## config.mk

```make
export PLATFORM = sky130hd
export DESIGN_NAME = reg_n_bit_flat
export DESIGN_NICKNAME = d
export VERILOG_FILES = /design/src/rtl/reg_pkg.sv /design/src/rtl/reg_n_bit_if.sv /design/src/rtl/reg_next_state.sv /design/src/rtl/reg_n_bit.sv /design/src/flat_wrapper.sv
export SDC_FILE = /design/constraint.sdc
export NUM_CORES = 1
export LEC_CHECK = 0
export CORE_ASPECT_RATIO = 1.4
export CORE_UTILIZATION = 40
export DETAILED_ROUTE_END_ITERATION = 7
export GPL_TIMING_DRIVEN = 0
export PLACE_DENSITY_LB_ADDON = 0.2
export SLEW_MARGIN = 20
export SYNTH_ARGS = -nofsm -noshare
export SYNTH_HDL_FRONTEND = slang
export SYNTH_SLANG_ARGS = --single-unit
export TNS_END_PERCENT = 100
```

## constraint.sdc

```tcl
create_clock -name clk -period 2.1 [get_ports clk]
set_clock_uncertainty 0.05 [all_clocks]
set_input_delay 0.21 -clock clk [delete_from_list [all_inputs] [get_ports clk]]
set_output_delay 0.21 -clock clk [all_outputs]
set_load 0.1 [all_outputs]
```

## src/rtl/reg_pkg.sv

```systemverilog
`default_nettype none
// ============================================================================
//  Module      : reg_pkg
//  Description : Operation codes shared by the general-purpose register slice.
//  Revision    : 1.0 - initial release
// ============================================================================
package reg_pkg;

    localparam int MODE_W = 3;

    localparam logic [MODE_W-1:0] MODE_HOLD = 3'b000;
    localparam logic [MODE_W-1:0] MODE_LOAD = 3'b001;
    localparam logic [MODE_W-1:0] MODE_SHL  = 3'b010;
    localparam logic [MODE_W-1:0] MODE_SHR  = 3'b011;
    localparam logic [MODE_W-1:0] MODE_INC  = 3'b100;
    localparam logic [MODE_W-1:0] MODE_DEC  = 3'b101;
    localparam logic [MODE_W-1:0] MODE_CLR  = 3'b110;
    localparam logic [MODE_W-1:0] MODE_ROL  = 3'b111;

endpackage
`default_nettype wire

```

## src/rtl/reg_n_bit_if.sv

```systemverilog
`default_nettype none
// ============================================================================
//  Module      : reg_n_bit_if
//  Description : Control/data bundle between a datapath controller and a register.
//  Revision    : 1.0 - initial release
// ============================================================================
interface reg_n_bit_if #(
    parameter int WIDTH = 6
) ();
    import reg_pkg::*;

    logic              sel;
    logic [MODE_W-1:0] mode;
    logic [WIDTH-1:0]  d_in;
    logic              ser_in;
    logic [WIDTH-1:0]  d_out;
    logic              carry;
    logic              zero;
    logic              ser_out;

    modport master (
        output sel, mode, d_in, ser_in,
        input  d_out, carry, zero, ser_out
    );

    modport slave (
        input  sel, mode, d_in, ser_in,
        output d_out, carry, zero, ser_out
    );

endinterface
`default_nettype wire

```

## src/rtl/reg_next_state.sv

```systemverilog
`default_nettype none
// ============================================================================
//  Module      : reg_next_state
//  Description : Combinational next-value, next-carry and serial-out selection.
//  Revision    : 1.0 - initial release
// ============================================================================
module reg_next_state
    import reg_pkg::*;
#(
    parameter int WIDTH = 6
) (
    input  wire logic [MODE_W-1:0] mode,
    input  wire logic [WIDTH-1:0]  d_out,
    input  wire logic              carry,
    input  wire logic              ser_in,
    input  wire logic [WIDTH-1:0]  d_in,
    output logic      [WIDTH-1:0]  next_val,
    output logic                   next_carry,
    output logic                   ser_out
);

    always_comb begin
        next_val   = d_out;
        next_carry = carry;
        case (mode)
            MODE_HOLD: begin
                next_val   = d_out;
                next_carry = carry;
            end
            MODE_LOAD: begin
                next_val   = d_in;
                next_carry = 1'b0;
            end
            MODE_SHL: begin
                next_val   = {d_out[WIDTH-2:0], ser_in};
                next_carry = d_out[WIDTH-1];
            end
            MODE_SHR: begin
                next_val   = {ser_in, d_out[WIDTH-1:1]};
                next_carry = d_out[0];
            end
            // Carry/borrow flags the wrap rather than a widened sum bit.
            MODE_INC: begin
                next_val   = d_out + WIDTH'(1);
                next_carry = &d_out;
            end
            MODE_DEC: begin
                next_val   = d_out - WIDTH'(1);
                next_carry = ~|d_out;
            end
            MODE_CLR: begin
                next_val   = '0;
                next_carry = 1'b0;
            end
            MODE_ROL: begin
                next_val   = {d_out[WIDTH-2:0], d_out[WIDTH-1]};
                next_carry = d_out[WIDTH-1];
            end
            default: begin
                next_val   = d_out;
                next_carry = carry;
            end
        endcase
    end

    always_comb begin
        ser_out = 1'b0;
        if ((mode == MODE_SHL) || (mode == MODE_ROL)) begin
            ser_out = d_out[WIDTH-1];
        end else if (mode == MODE_SHR) begin
            ser_out = d_out[0];
        end
    end

endmodule
`default_nettype wire

```

## src/rtl/reg_n_bit.sv

```systemverilog
`default_nettype none
// ============================================================================
//  Module      : reg_n_bit
//  Description : WIDTH-bit register with load/shift/rotate/inc/dec/clear modes.
//  Revision    : 1.0 - initial release
// ============================================================================
module reg_n_bit
    import reg_pkg::*;
#(
    parameter int               WIDTH     = 6,
    parameter logic [WIDTH-1:0] RESET_VAL = '0
) (
    input  wire logic   clk,
    input  wire logic   rst,
    reg_n_bit_if.slave  bus
);

    logic [WIDTH-1:0] r_d_out;
    logic             r_carry;
    logic [WIDTH-1:0] w_next_val;
    logic             w_next_carry;
    logic             w_ser_out;

    reg_next_state #(
        .WIDTH (WIDTH)
    ) u_next_state (
        .mode       (bus.mode),
        .d_out      (r_d_out),
        .carry      (r_carry),
        .ser_in     (bus.ser_in),
        .d_in       (bus.d_in),
        .next_val   (w_next_val),
        .next_carry (w_next_carry),
        .ser_out    (w_ser_out)
    );

    always_ff @(posedge clk) begin
        if (rst) begin
            r_d_out <= RESET_VAL;
            r_carry <= 1'b0;
        end else if (bus.sel) begin
            r_d_out <= w_next_val;
            r_carry <= w_next_carry;
        end
    end

    assign bus.d_out   = r_d_out;
    assign bus.carry   = r_carry;
    assign bus.zero    = ~|r_d_out;
    // Sampled before the edge so a chained neighbour sees the outgoing bit.
    assign bus.ser_out = w_ser_out;

endmodule
`default_nettype wire
```

## src/flat_wrapper.sv

```systemverilog
// flat-port wrapper written by rule: the top's interface ports become plain ports
module reg_n_bit_flat import reg_pkg::*;
#(
    parameter int               WIDTH     = 6,
    parameter logic [WIDTH-1:0] RESET_VAL = '0
)
  (clk, rst, bus_sel, bus_mode, bus_d_in, bus_ser_in, bus_d_out, bus_carry, bus_zero, bus_ser_out);
  reg_n_bit_if #(.WIDTH(WIDTH)) bus_i ();
  input  wire logic clk;
  input  wire logic rst;
  input wire logic [$bits(bus_i.sel)-1:0] bus_sel;
  input wire logic [$bits(bus_i.mode)-1:0] bus_mode;
  input wire logic [$bits(bus_i.d_in)-1:0] bus_d_in;
  input wire logic [$bits(bus_i.ser_in)-1:0] bus_ser_in;
  output wire logic [$bits(bus_i.d_out)-1:0] bus_d_out;
  output wire logic [$bits(bus_i.carry)-1:0] bus_carry;
  output wire logic [$bits(bus_i.zero)-1:0] bus_zero;
  output wire logic [$bits(bus_i.ser_out)-1:0] bus_ser_out;
  assign bus_i.sel = bus_sel;
  assign bus_i.mode = bus_mode;
  assign bus_i.d_in = bus_d_in;
  assign bus_i.ser_in = bus_ser_in;
  assign bus_d_out = bus_i.d_out;
  assign bus_carry = bus_i.carry;
  assign bus_zero = bus_i.zero;
  assign bus_ser_out = bus_i.ser_out;
  reg_n_bit #(.WIDTH(WIDTH), .RESET_VAL(RESET_VAL)) u_core (.clk(clk), .rst(rst), .bus(bus_i));
endmodule
```

* Yosys cells after proc, flatten, opt, wreduce, memory -nomap -nowiden
Index checks and enable logic that the tools add are counted.
Word-level totals: bits in registers 7, bits in latches 0, RAM bits 0, memory bits (read-only) 0, input bits 13, output and inout port bits 9, word-level logic and storage cells 24, memories 0
Operators by class: add/sub/neg operators 2, multipliers 0, divide/modulo/power cells 0, order comparisons 0, equality and inequality tests 7, shift-type cells 0, multiplexer cells 4, bitwise logic cells 1, reduce and logical (&&, ||, !) cells 8
Operators by type and width (count):
- $pmux 6 s7 | 1
- $eq 3x3->1 const B | 4
- $add 6x1->6 const B | 1
- $eq 3x2->1 const B | 2
- $reduce_and 6->1 | 1
- $reduce_or 6->1 | 1
- $sub 6x1->6 const B | 1
- $pmux 1 s5 | 1
- $reduce_or 2->1 | 2
- $eq 3x1->1 const B | 1
- $logic_not 3->1 | 1
- $mux 1 | 2
- $reduce_and 2->1 | 1
- $logic_not 1->1 | 1
- $logic_or 1x1->1 | 1
- $not 1->1 | 1

* Depth between registers and ports, before layout
depth in word-level cells 3, gate-level depth with buffers 9, mapped depth without buffers 7

* Cells and area by module
From an unflattened synthesis, not the netlist that was laid out.
Second synthesis, totals: cell total of the unflattened synthesis 129, area, all modules 898.4 um^2
Modules (own cells, without submodules):
- reg_next_state | instances 1, cells an instance 105, area an instance 639.4 um^2, sequential area each 0.0 um^2
- reg_n_bit | instances 1, cells an instance 24, area an instance 259.0 um^2, sequential area each 140.1 um^2

* Least setup slack after synthesis
Ideal clock, no wire load.
kind register to output, from reg u_core.r_d_out[3], in the netlist u_core.bus.d_out[3], to out bus_zero, arrival time 3489 ps, required time 1840 ps, setup slack -1649 ps, cell stages (with the launch flop) 4, path buffers 1, cells stage by stage dfxtp_1 buf_6 or4_4 nor3_1
On the way: longest elaborated chain between the ends 2
Ends and longest elaborated chain:
- start, declared | line reg_n_bit.sv:18 | logic [WIDTH-1:0] r_d_out;
- start signal, assigned | line reg_n_bit.sv:42 | r_d_out <= w_next_val;
- $reduce_or 6->1 | line reg_n_bit.sv:49 | assign bus.zero = ~|r_d_out;
- $logic_not 1->1 | line reg_n_bit.sv:49
- end, declared | line flat_wrapper.sv:17 | output wire logic [$bits(bus_i.zero)-1:0] bus_zero;
Every way passes these cells.

* Final worst setup path
from reg u_core.r_d_out[4], in the netlist u_core.bus.d_out[4], to out bus_d_out[4]
RTL lines:
- end, declared | line flat_wrapper.sv:15 | output wire logic [$bits(bus_i.d_out)-1:0] bus_d_out;
No word-level cell between the ends.

==> key figures <==
Outcome
  • Status: finished clean

Layout
  • Final Cell Area: 1081 um2
  • Share of layout cells above drive strength 1: 18.25%
  • Fin cells: 158
  • # nets final: 152
  • Area Overhead vs Synth: 30.91%
  • FILL cells: 207
  • N_diodes: 0

STA
  • Min Hold Slack: 0.3699 ns
  • Tcrit/Tclk final: 97.83%
  • Slew Limit Fails: 0
  • Slew margin rel.: 35.26%
  • Total Neg Setup Slack: 0 ns
  • RSZ-0062 raised after global routing: false
  • Fmax: 0.4868 GHz
  • Least-Margin Pin Slew: 0.9681 ns
  • # setup viols final: 0
  • Final critical-path required period: 2.054 ns
  • Fin. Hold Viols: 0
  • Worst setup margin: 0.04561 ns

Logic synthesis
  • Seq/Total Area, Yosys: 16.97%
  • Ys flop type: dfxtp_1
  • Synthesis warning total: 0
  • Avg Cell Area, Syn: 7.181 um2
  • FF+latch count, synth: 7
  • Post-synth EDFFs: 0
  • Synth Cell Area: 825.8 um2
  • Post-synthesis cell type count: 49
  • Post-synth net total: 129
  • Synth Instances: 115
  • Ys async rst share: 0%

Worst setup path
  • Crit start category: flop
  • R2r startpoint: u_core.bus.d_out[1]$_SDFFE_PP0P_
  • Critical path arrival: 1.79 ns
  • Data required time of the critical path: 1.84 ns
  • Crit-path cells: clkdlybuf4s50_1
  • Top delay family on crit path: buffers and inverters
  • CP max stage delay: 1.15 ns
  • Critical Path Source: u_core.bus.d_out[4]$_SDFFE_PP0P_
  • Kind of critical path: flop to primary output
  • Crit-path slowest cell: clkdlybuf4s50_1
  • Critical path buffers and inverters: 1
  • Critical path peak fanout: 7
  • Worst Setup End Kind: primary output

Place
  • Number of cells after detailed placement: 154
  • PortBufs: 18
  • Routability cong.: 0.8459
  • Placed Area: 1061 um2
  • Setup WS pre-CTS: -0.6590 ns
  • Post-DP HPWL: 1706 um

Run
  • Max cap viols: 0

Global route
  • Initial antenna violation count: 0
  • Number of global-route vias before repair: 947
  • Largest net degree at the start of global routing: 11
  • Global-route wire length before repair: 4098 um
  • GRT Util Overall: 25.28%
  • GR Overflow Total: 0

Floorplanning
  • Io pins: 22
  • Die H: 55.76 um
  • Starting Density: 42.36%
  • Rows: 19
  • Die W: 40.40 um
  • Die ar.: 2253 um2
  • Placeable Area: 1949 um2

CTS
  • Max clock buf depth: 2
  • Post-CTS setup buffers: 0
  • CTS root buf: clkbuf_4
  • Clock Pin Slew Worst Setup and Hold Paths: 0.05 ns
  • Hold_buf cts: 0
  • CTS Sinks: 7
  • H-tree lvl count: 1
  • CTS tree: built
  • Clk_lat worst skew: 0.26 ns
  • Num CTS Buffers: 3

Pwr
  • Cell area power density: 553.3 nW/um2
  • Peak VDD IR: 0.0002358 V
  • Leak: 0.0003997 uW

Drt
  • Vias/cell: 6.101
  • Avg WL per Cell: 14.70 um
  • Starting DRT DRC Count: 36
  • Final ANT Viol Nets: 0
  • Pre-antenna DRT Iters: 5
  • Via count: 964
  • WL final: 2322 um
  • Post-route DRC: 0

Min path
  • Hold Path Class: input pin to flop
  • Hold Startpoint: rst
-- kinds of logic (layout without fill, tap and decap cells) --
kind of cell,Yosys count,after routing,share of synthesized area (%)
buffers and inverters,17,39,9.695
and+or+nand+nor,54,54,37.58
adders and majority gates,1,1,1.515
muxes,1,1,1.212
DFF,7,7,16.97
AOI/OAI and AO/OA,31,31,28.79
xor gates and xnor gates,4,4,4.243
-- final cells by class --
type / instances / area, um2 / share of cell area, %
Multi-Input combinational cell: 91 / 624.3 / 57.75
Timing Repair Buffer: 18 / 173.9 / 16.09
Sequential cell: 7 / 150.1 / 13.89
Buffer: 13 / 65.06 / 6.019
Clock buffer: 4 / 26.28 / 2.431
Tap cell: 21 / 26.28 / 2.431
Inverter: 4 / 15.01 / 1.389
-- metal layers --
metal	GRT usage, %	part of all wire (%)
met2	36.96	49
met5	0	0
met4	17.14	2.4
met1	33.00	41
met3	2.400	7.4
-- cells in the mapped netlist (all sizes together), types with 4 or more instances --
library cell  count  area share [%]
clkbuf            4             1.8
nor3              9             5.5
nand2             7             3.2
nand3             6             3.6
nor2b             5             3.8
a21oi             5             3.0
dfxtp             7              17
nor3b             4             3.6
o21ai             4             2.4
nor2              7             3.5
buf               9             6.1
-- where the power goes --
group / total [uW] / internal, uW / switching, uW
clock network: 128 / 72.9 / 55.0
registers: 157 / 145 / 11.8
logic: 314 / 104 / 210
total: 598 / 321 / 277
-- layout by cell type, fill, tap and decap left out, types with 5 or more instances in the layout --
cell type,instances
nand3_1,6
nor2_1,6
clkbuf_1,5
nand2_1,7
nor3_1,8
dfxtp_2,5
a21oi_1,5
clkdlybuf4s50_1,14
buf_2,8
-- what timing repair did --
action,CTS,global route
endpoints found under the setup margin,3,3
pin swaps,0,0
resized for setup,12,1
-- state kept, by name (all words and copies together), names as in the netlist --
register	count
u_core.bus.d_out	6
u_core.bus.carry	1
-- worst paths after layout --
path / endpoint / slack [ns] / depth (start not counted)
worst min-delay path: u_core.bus.carry$_SDFFE_PP0P_ / 0.37 / 2
worst min register to register: u_core.bus.carry$_SDFFE_PP0P_ / 0.48 / 2
worst max-delay path: bus_d_out[4] / 0.05 / 1
worst max register to register: u_core.bus.d_out[2]$_SDFFE_PP0P_ / 0.25 / 7
-- metrics by stage --
| stage | util (%) | power, uW |
|---|---|---|
| 2_1_floorplan | - | 399.0 |
| 3_3_place_gp | 54.43 | 473.2 |
| 3_5_place_dp | 54.43 | 475.6 |
| 4_1_cts | 55.33 | 602.0 |
| 5_1_grt | 55.46 | 632.0 |
| 6_report | 55.46 | 598.1 |
Power figures use the tool's default switching activity.
